$ cat src/rtl/if_fetch_stage.sv
// Instruction-fetch stage of the 5-stage RV32I pipeline.
// Issues fetch requests over a req/gnt + rvalid handshake and keeps its own PC queue
// so each returning word is paired with the address that fetched it. Responses land in
// a small buffer behind a single output slot that ID consumes. Branch and flush squash
// all younger work; in-flight responses from before a squash are counted and discarded.
// Credit rule: buffered + outstanding never exceeds FIFO_DEPTH. The buffer therefore
// always has room for every response still in flight.
module if_fetch_stage #(
    parameter logic [31:0] RESET_PC   = 32'h0000_0000,
    parameter int          FIFO_DEPTH = 2
) (
    input  logic        clk,
    input  logic        rst_,
    input  logic        stall_if,
    input  logic        branch,
    input  logic [31:0] branch_target,
    input  logic        flush,
    output logic        imem_req,
    output logic [31:0] imem_addr,
    input  logic        imem_gnt,
    input  logic        imem_rvalid,
    input  logic [31:0] imem_rdata,
    output logic        valid,
    output logic [31:0] pc,
    output logic [31:0] instr
);

    localparam int          CW      = $clog2(FIFO_DEPTH + 1);
    localparam int          IW      = (FIFO_DEPTH > 1) ? $clog2(FIFO_DEPTH) : 1;
    localparam logic [CW:0] DEPTH_C = (CW + 1)'(FIFO_DEPTH);

    logic [31:0]   fetch_pc;
    logic          fetch_en;
    logic [CW-1:0] outstanding;
    logic [CW-1:0] outstanding_nxt;
    logic [CW-1:0] drop;

    logic [31:0]   pcq [FIFO_DEPTH];
    logic [IW-1:0] pcq_rd;
    logic [IW-1:0] pcq_wr;

    logic [31:0]   buf_pc    [FIFO_DEPTH];
    logic [31:0]   buf_instr [FIFO_DEPTH];
    logic [IW-1:0] buf_rd;
    logic [IW-1:0] buf_wr;
    logic [CW-1:0] buf_count;

    logic          accept;
    logic          keep;
    logic          squash;
    logic          slot_free;
    logic          buf_empty;
    logic          buf_pop;
    logic          bypass;
    logic          buf_push;
    logic [CW:0]   inflight;
    logic [31:0]   rsp_pc;
    logic          unused_target_lsbs;

    function automatic logic [IW-1:0] ptr_inc(input logic [IW-1:0] p);
        if (p == IW'(FIFO_DEPTH - 1))
            return '0;
        else
            return p + IW'(1);
    endfunction

    // Request side and response classification, all derived from current state.
    assign inflight           = {1'b0, buf_count} + {1'b0, outstanding};
    assign imem_req           = fetch_en & (inflight < DEPTH_C);
    assign imem_addr          = fetch_pc;
    assign accept             = imem_req & imem_gnt;
    assign keep               = imem_rvalid & (drop == '0);
    assign squash             = branch | flush;
    assign rsp_pc             = pcq[pcq_rd];
    assign slot_free          = ~valid | ~stall_if;
    assign buf_empty          = (buf_count == '0);
    assign buf_pop            = slot_free & ~buf_empty;
    assign bypass             = slot_free & buf_empty & keep;
    assign buf_push           = keep & ~bypass;
    assign unused_target_lsbs = ^branch_target[1:0];

    // Outstanding count: requests accepted minus responses returned, squashed ones included.
    always_comb begin
        outstanding_nxt = outstanding;
        case ({accept, imem_rvalid})
            2'b10:   outstanding_nxt = outstanding + CW'(1);
            2'b01:   outstanding_nxt = outstanding - CW'(1);
            default: outstanding_nxt = outstanding;
        endcase
    end

    // Fetch address and fetch enable: branch redirects, flush halts, accept advances.
    always_ff @(posedge clk or posedge rst_) begin
        if (rst_) begin
            fetch_pc <= RESET_PC;
            fetch_en <= 1'b1;
        end else if (branch) begin
            fetch_pc <= {branch_target[31:2], 2'b00};
            fetch_en <= 1'b1;
        end else if (flush) begin
            fetch_en <= 1'b0;
        end else if (accept) begin
            fetch_pc <= fetch_pc + 32'd4;
        end
    end

    // Outstanding and drop counters; on squash everything still in flight becomes droppable.
    always_ff @(posedge clk or posedge rst_) begin
        if (rst_) begin
            outstanding <= '0;
            drop        <= '0;
        end else begin
            outstanding <= outstanding_nxt;
            if (squash)
                drop <= outstanding_nxt;
            else if (imem_rvalid && drop != '0)
                drop <= drop - CW'(1);
        end
    end

    // PC queue storage: address of every accepted request, in issue order.
    always_ff @(posedge clk) begin
        if (accept)
            pcq[pcq_wr] <= fetch_pc;
    end

    // PC queue pointers; only kept responses consume an entry.
    always_ff @(posedge clk or posedge rst_) begin
        if (rst_) begin
            pcq_rd <= '0;
            pcq_wr <= '0;
        end else if (squash) begin
            pcq_rd <= '0;
            pcq_wr <= '0;
        end else begin
            if (accept)
                pcq_wr <= ptr_inc(pcq_wr);
            if (keep)
                pcq_rd <= ptr_inc(pcq_rd);
        end
    end

    // Response buffer storage for kept responses the slot cannot take this cycle.
    always_ff @(posedge clk) begin
        if (buf_push) begin
            buf_pc[buf_wr]    <= rsp_pc;
            buf_instr[buf_wr] <= imem_rdata;
        end
    end

    // Response buffer pointers and occupancy.
    always_ff @(posedge clk or posedge rst_) begin
        if (rst_) begin
            buf_rd    <= '0;
            buf_wr    <= '0;
            buf_count <= '0;
        end else if (squash) begin
            buf_rd    <= '0;
            buf_wr    <= '0;
            buf_count <= '0;
        end else begin
            if (buf_push)
                buf_wr <= ptr_inc(buf_wr);
            if (buf_pop)
                buf_rd <= ptr_inc(buf_rd);
            case ({buf_push, buf_pop})
                2'b10:   buf_count <= buf_count + CW'(1);
                2'b01:   buf_count <= buf_count - CW'(1);
                default: buf_count <= buf_count;
            endcase
        end
    end

    // Output slot to ID: buffer head first, then a same-cycle response, else empty.
    always_ff @(posedge clk or posedge rst_) begin
        if (rst_) begin
            valid <= 1'b0;
            pc    <= '0;
            instr <= '0;
        end else if (squash) begin
            valid <= 1'b0;
        end else if (slot_free) begin
            if (!buf_empty) begin
                valid <= 1'b1;
                pc    <= buf_pc[buf_rd];
                instr <= buf_instr[buf_rd];
            end else if (keep) begin
                valid <= 1'b1;
                pc    <= rsp_pc;
                instr <= imem_rdata;
            end else begin
                valid <= 1'b0;
            end
        end
    end

endmodule
$ cat config.mk
export PLATFORM = sky130hd
export DESIGN_NAME = if_fetch_stage
export DESIGN_NICKNAME = d
export VERILOG_FILES = /design/src/rtl/if_fetch_stage.sv
export SDC_FILE = /design/constraint.sdc
export NUM_CORES = 1
export LEC_CHECK = 0
export BUFFER_PORTS_ARGS = -buffer_cell sky130_fd_sc_hd__buf_4
export CORE_ASPECT_RATIO = 2
export CORE_MARGIN = 1.5
export CORE_UTILIZATION = 57
export CTS_CLUSTER_DIAMETER = 120
export DETAILED_ROUTE_END_ITERATION = 10
export GPL_TIMING_DRIVEN = 0
export PLACE_DENSITY = 0.79
export SYNTH_ARGS = -nofsm -noshare
export SYNTH_HDL_FRONTEND = slang
export SYNTH_SLANG_ARGS = --single-unit
$ cat constraint.sdc
create_clock -name clk -period 5.8 [get_ports clk]
set_input_delay 0.87 -clock clk [delete_from_list [all_inputs] [get_ports clk]]
set_output_delay 0.87 -clock clk [all_outputs]
set_load 0.02 [all_outputs]
==> out/results.txt <==
The final layout contains 1,179 nets. The largest net degree at the start of global routing came out at 68. Predominant post-synthesis flop cell: sky130_fd_sc_hd__edfxtp_1. Dividing the detail-routed wire length by the instance count gives 18.3 um.

Counting every instance in the synthesized netlist gives 910. The worst pin sits at a relative slew slack of 11.8%. The longest clock path from root to sink contains 3 buffers. The DRC violation count after routing came out at 0. The part of the total power dissipated in the clock network was 29.3%; the aggregate routed wire length was 25,400 um. The fraction of synthesized cell area taken by the top area cell type is 46.7%, and the number of pins exceeding their max-slew limit in the final report is 0. The fraction of the yosys area taken by sequential cells was 68.6%. The final critical delay including setup and external delays was 3160 ps; the die boundary height was 207 um. In this run, synthesis inferred 184 flip-flops with an integrated enable. The total global routing track utilization was 23.7%. Setup repair after global routing left no endpoint under its margin.

The global route total overflow came out at 0. Leaving out filler cells and counting taps, the final layout contains 1,388. Summed over all instances, the cell type with the most area after synthesis is sky130_fd_sc_hd__edfxtp_1. The initial utilization of the core area, before any placement, comes to 58.1%. Setup violations remaining at the end of the flow were counted as 0. The run gives 8,082 as the number of global-route vias before repair. The tools report the half-perimeter wire length after placement as 17,700 um.

The tools report the number of antenna violations at the first check in global routing as 0. For this design the total switching power over the nets is 1.62 mW. The count of cells along the worst register-to-register path was 8.

Using the TritonRoute via totals, the vias-per-cell ratio works out to 5.66. The run gives 1,344 as the instance count after placement with tap cells included. By area the synthesized netlist is led by sky130_fd_sc_hd__edfxtp_1 47%, sky130_fd_sc_hd__dfrtp_1 22%, sky130_fd_sc_hd__mux2i_1 5.4%.

The diode insertion count for antenna repair is 0. Synthesis instantiated 57 different standard cells from the library. The fraction of layout instances using a drive strength above 1 works out to 23.4%. Max-capacitance violation count: 0. After synthesis, the mean cell area works out to 13.0 sq um. Along the worst path, the maximum fanout reaches 10. The logs give 983 um for the met3 wirelength from detailed routing and 9390 um for the detailed-routing wirelength on met1.

For this design, the CTS-stage hold fixing added 0 buffers. For the maximum vdd ir drop, the log shows 263 uV. The first routing iteration left 382 violations. Clock-pin slew was measured on the worst setup and hold paths at 70 ps. Before antenna repair, the detailed router went through 5 iterations.

Clock tree synthesis inserted a total of 24 buffers. STA classifies the critical path startpoint as a register. Derived from the worst setup path, the maximum achievable clock frequency is 0.316 GHz. The tightest hold path in the finished design has a slack of 412 ps.

The class of the most critical setup path was reg2reg. The run gives 20,400 sq um as the area of the core region. TritonCTS built the clock tree.

The flow ran to the end, and the final reports show no timing, DRC or antenna violations. In this run the cell area of the synthesized design comes to 11,800 sq um. The count of port buffers added during placement works out to 161.

The routed layout has 7,859 vias. Net switching is 29.2% of the power. The run gives 22.3% as the power share of the combinational group.

For this design, the sink count on the clock tree is 288. The tools report the number of warnings issued by yosys as 0. The part of the cycle the worst path needs came out at 54.5%. The die span in x is 105 um, and the clock insertion delay at the later pin of the skew report is 520 ps. In this run, flip-flops and latches consume 48.4% of the power. The number of setup buffers added after CTS is 0. The logs give 74 for the number of placement rows and 0 for the final number of hold-violating endpoints.

For the I/O pin count, the log shows 169. The tools report the wire length on met2 as 13,900 um. The run gives 3.93 mW as the cell-internal power.

For the worst path arrival time, the log shows 3510 ps. The worst hold path belongs to the class in2async. The power density over cell area is 388 nW/um^2, and the number of cells upsized or downsized after cts is 0. The worst-margin pin slew was 1320 ps. Capturing element type of the critical path: a register.

Post-synthesis register bit count: 288. Root buffer selected by CTS: sky130_fd_sc_hd__clkbuf_16. The level count of the clock H-tree came out at 1. The area growth from synthesis to layout is 20.7%. The highest layer touched by signal routing is met4. Of all flip-flops after synthesis, the portion carrying an async set or reset was 36.1%.

For the routability-driven placement congestion ratio, the log shows 0.899. The analysis attributes to cell leakage a power of 5.37 nW. The required time of the worst setup path was 6150 ps; the worst clock skew was 13.3 ps. The die covers 21,700 sq um. The run gives 0 as the post-detailed-route count of antenna-violating nets. The first global-routing pass estimated 40,800 um of wire.
-- cells by family (layout without fill, tap and decap cells) --
family,count (synthesis),in the layout,share of synthesized area (%)
buffers and inverters,67,276,2.56
AND/OR/NAND/NOR,255,255,10.1
multiplexers,94,94,8.26
flip-flops,288,288,68.6
XOR/XNOR,19,19,1.41
adder cells (fa/ha/maj),4,4,0.486
other,1,4,0.0317
AO/OA/AOI/OAI,182,182,8.50
-- cell usage in the layout (no fill, tap or decap), types with 16 or more instances in the layout --
| master | Yosys | routed |
|---|---|---|
| sky130_fd_sc_hd__dfrtp_1 | 103 | 103 |
| sky130_fd_sc_hd__mux2_2 | 30 | 30 |
| sky130_fd_sc_hd__clkbuf_16 | 0 | 25 |
| sky130_fd_sc_hd__clkbuf_1 | 35 | 37 |
| sky130_fd_sc_hd__a31oi_1 | 16 | 16 |
| sky130_fd_sc_hd__buf_4 | 4 | 165 |
| sky130_fd_sc_hd__mux2i_1 | 64 | 64 |
| sky130_fd_sc_hd__nor2_1 | 92 | 91 |
| sky130_fd_sc_hd__nand2_1 | 87 | 87 |
| sky130_fd_sc_hd__edfxtp_1 | 184 | 184 |
| sky130_fd_sc_hd__o21ai_0 | 77 | 77 |
| sky130_fd_sc_hd__a21oi_1 | 64 | 64 |
-- worst max-delay path, cell delays in order, from the launching register on --
cell                       delay [ps]
sky130_fd_sc_hd__dfrtp_1          450
sky130_fd_sc_hd__and2_1           180
sky130_fd_sc_hd__fa_1             460
sky130_fd_sc_hd__and4bb_2         410
sky130_fd_sc_hd__inv_2             60
sky130_fd_sc_hd__clkbuf_1         280
sky130_fd_sc_hd__nor3_2           810
sky130_fd_sc_hd__a31o_2           270
sky130_fd_sc_hd__a31oi_1           80
-- path summary, 6_finish.rpt --
kind / from / endpoint / slack, ps
setup / recovery: buf_count[0]$_DFFE_PP0P_ / imem_addr[29]$_DFFE_PP0P_ / 2640
hold / removal: rst_ / instr[7]$_DFFE_PP0P_ / 410
setup reg to reg: buf_count[0]$_DFFE_PP0P_ / imem_addr[29]$_DFFE_PP0P_ / 2640
hold reg to reg: instr[19]$_DFFE_PP0P_ / instr[19]$_DFFE_PP0P_ / 480
max in group asynchronous: rst_ / fetch_en$_DFFE_PP1N_ / 4610
min in group clk: instr[19]$_DFFE_PP0P_ / instr[19]$_DFFE_PP0P_ / 480
-- flip-flops by register name (all words and copies together), names as in the netlist, 2 cells and up --
| signal | flops |
|---|---|
| buf_count | 2 |
| drop | 2 |
| imem_addr | 30 |
| pc | 30 |
| pcq | 60 |
| outstanding | 2 |
| instr | 32 |
| buf_instr | 64 |
| buf_pc | 60 |
-- per-layer routing --
layer / vias to the layer above / GRT usage [%]
met2: 261 / 44.4
met4: 0 / 11.8
li1: 3709 / -
met5: - / 0
met3: 72 / 2.39
met1: 3817 / 26.5
-- area by class of cell --
type / instances / area (sq um)
Clock inverter: 15 / 143
Buffer: 55 / 258
Timing Repair Buffer: 165 / 1280
Clock buffer: 29 / 661
Multi-Input combinational cell: 558 / 3440
Fill cell: 1482 / 6080
Tap cell: 266 / 333
Sequential cell: 288 / 8130
Inverter: 12 / 47.5
-- Yosys cell counts (5+ instances only) --
cell                       count
sky130_fd_sc_hd__buf_1        10
sky130_fd_sc_hd__dfrtp_1     103
sky130_fd_sc_hd__nand4_1      14
sky130_fd_sc_hd__a21oi_1      64
sky130_fd_sc_hd__o31ai_1      10
sky130_fd_sc_hd__clkbuf_1     35
sky130_fd_sc_hd__nor4_1        6
sky130_fd_sc_hd__o21ai_0      77
sky130_fd_sc_hd__nand3_1      11
sky130_fd_sc_hd__inv_1        11
sky130_fd_sc_hd__edfxtp_1    184
sky130_fd_sc_hd__and4_1        5
sky130_fd_sc_hd__a31oi_1      16
sky130_fd_sc_hd__nor2_1       92
sky130_fd_sc_hd__xnor2_1      15
sky130_fd_sc_hd__nand2_1      87
sky130_fd_sc_hd__mux2i_1      64
sky130_fd_sc_hd__or4_1         9
sky130_fd_sc_hd__mux2_2       30
-- power by group through the flow --
stage | clock [mW] | combinational [mW] | sequential [mW]
final | 1.63 | 1.24 | 2.69
after detailed placement | 0 | 1.24 | 2.73
after global placement | 0 | 1.21 | 2.71
after CTS | 1.64 | 1.25 | 2.69
after floorplan | 0 | 0.393 | 2.98
after global routing | 1.72 | 1.35 | 2.72
-- through the flow --
stage | instance area, sq um | setup WS, ps | util [%] | total power, mW | setup TNS, ps
after floorplan | 11900 | 1250 | - | 3.37 | 0
after global placement | 13400 | -402 | 65.8 | 3.92 | -24530
after detailed placement | 13500 | 2570 | 66.2 | 3.97 | 0
after CTS | 14300 | 2630 | 70.2 | 5.58 | 0
after global routing | 14300 | 2480 | 70.2 | 5.79 | 0
final | 14300 | 2640 | 70.2 | 5.55 | 0
(Power assumes the default switching activity.)
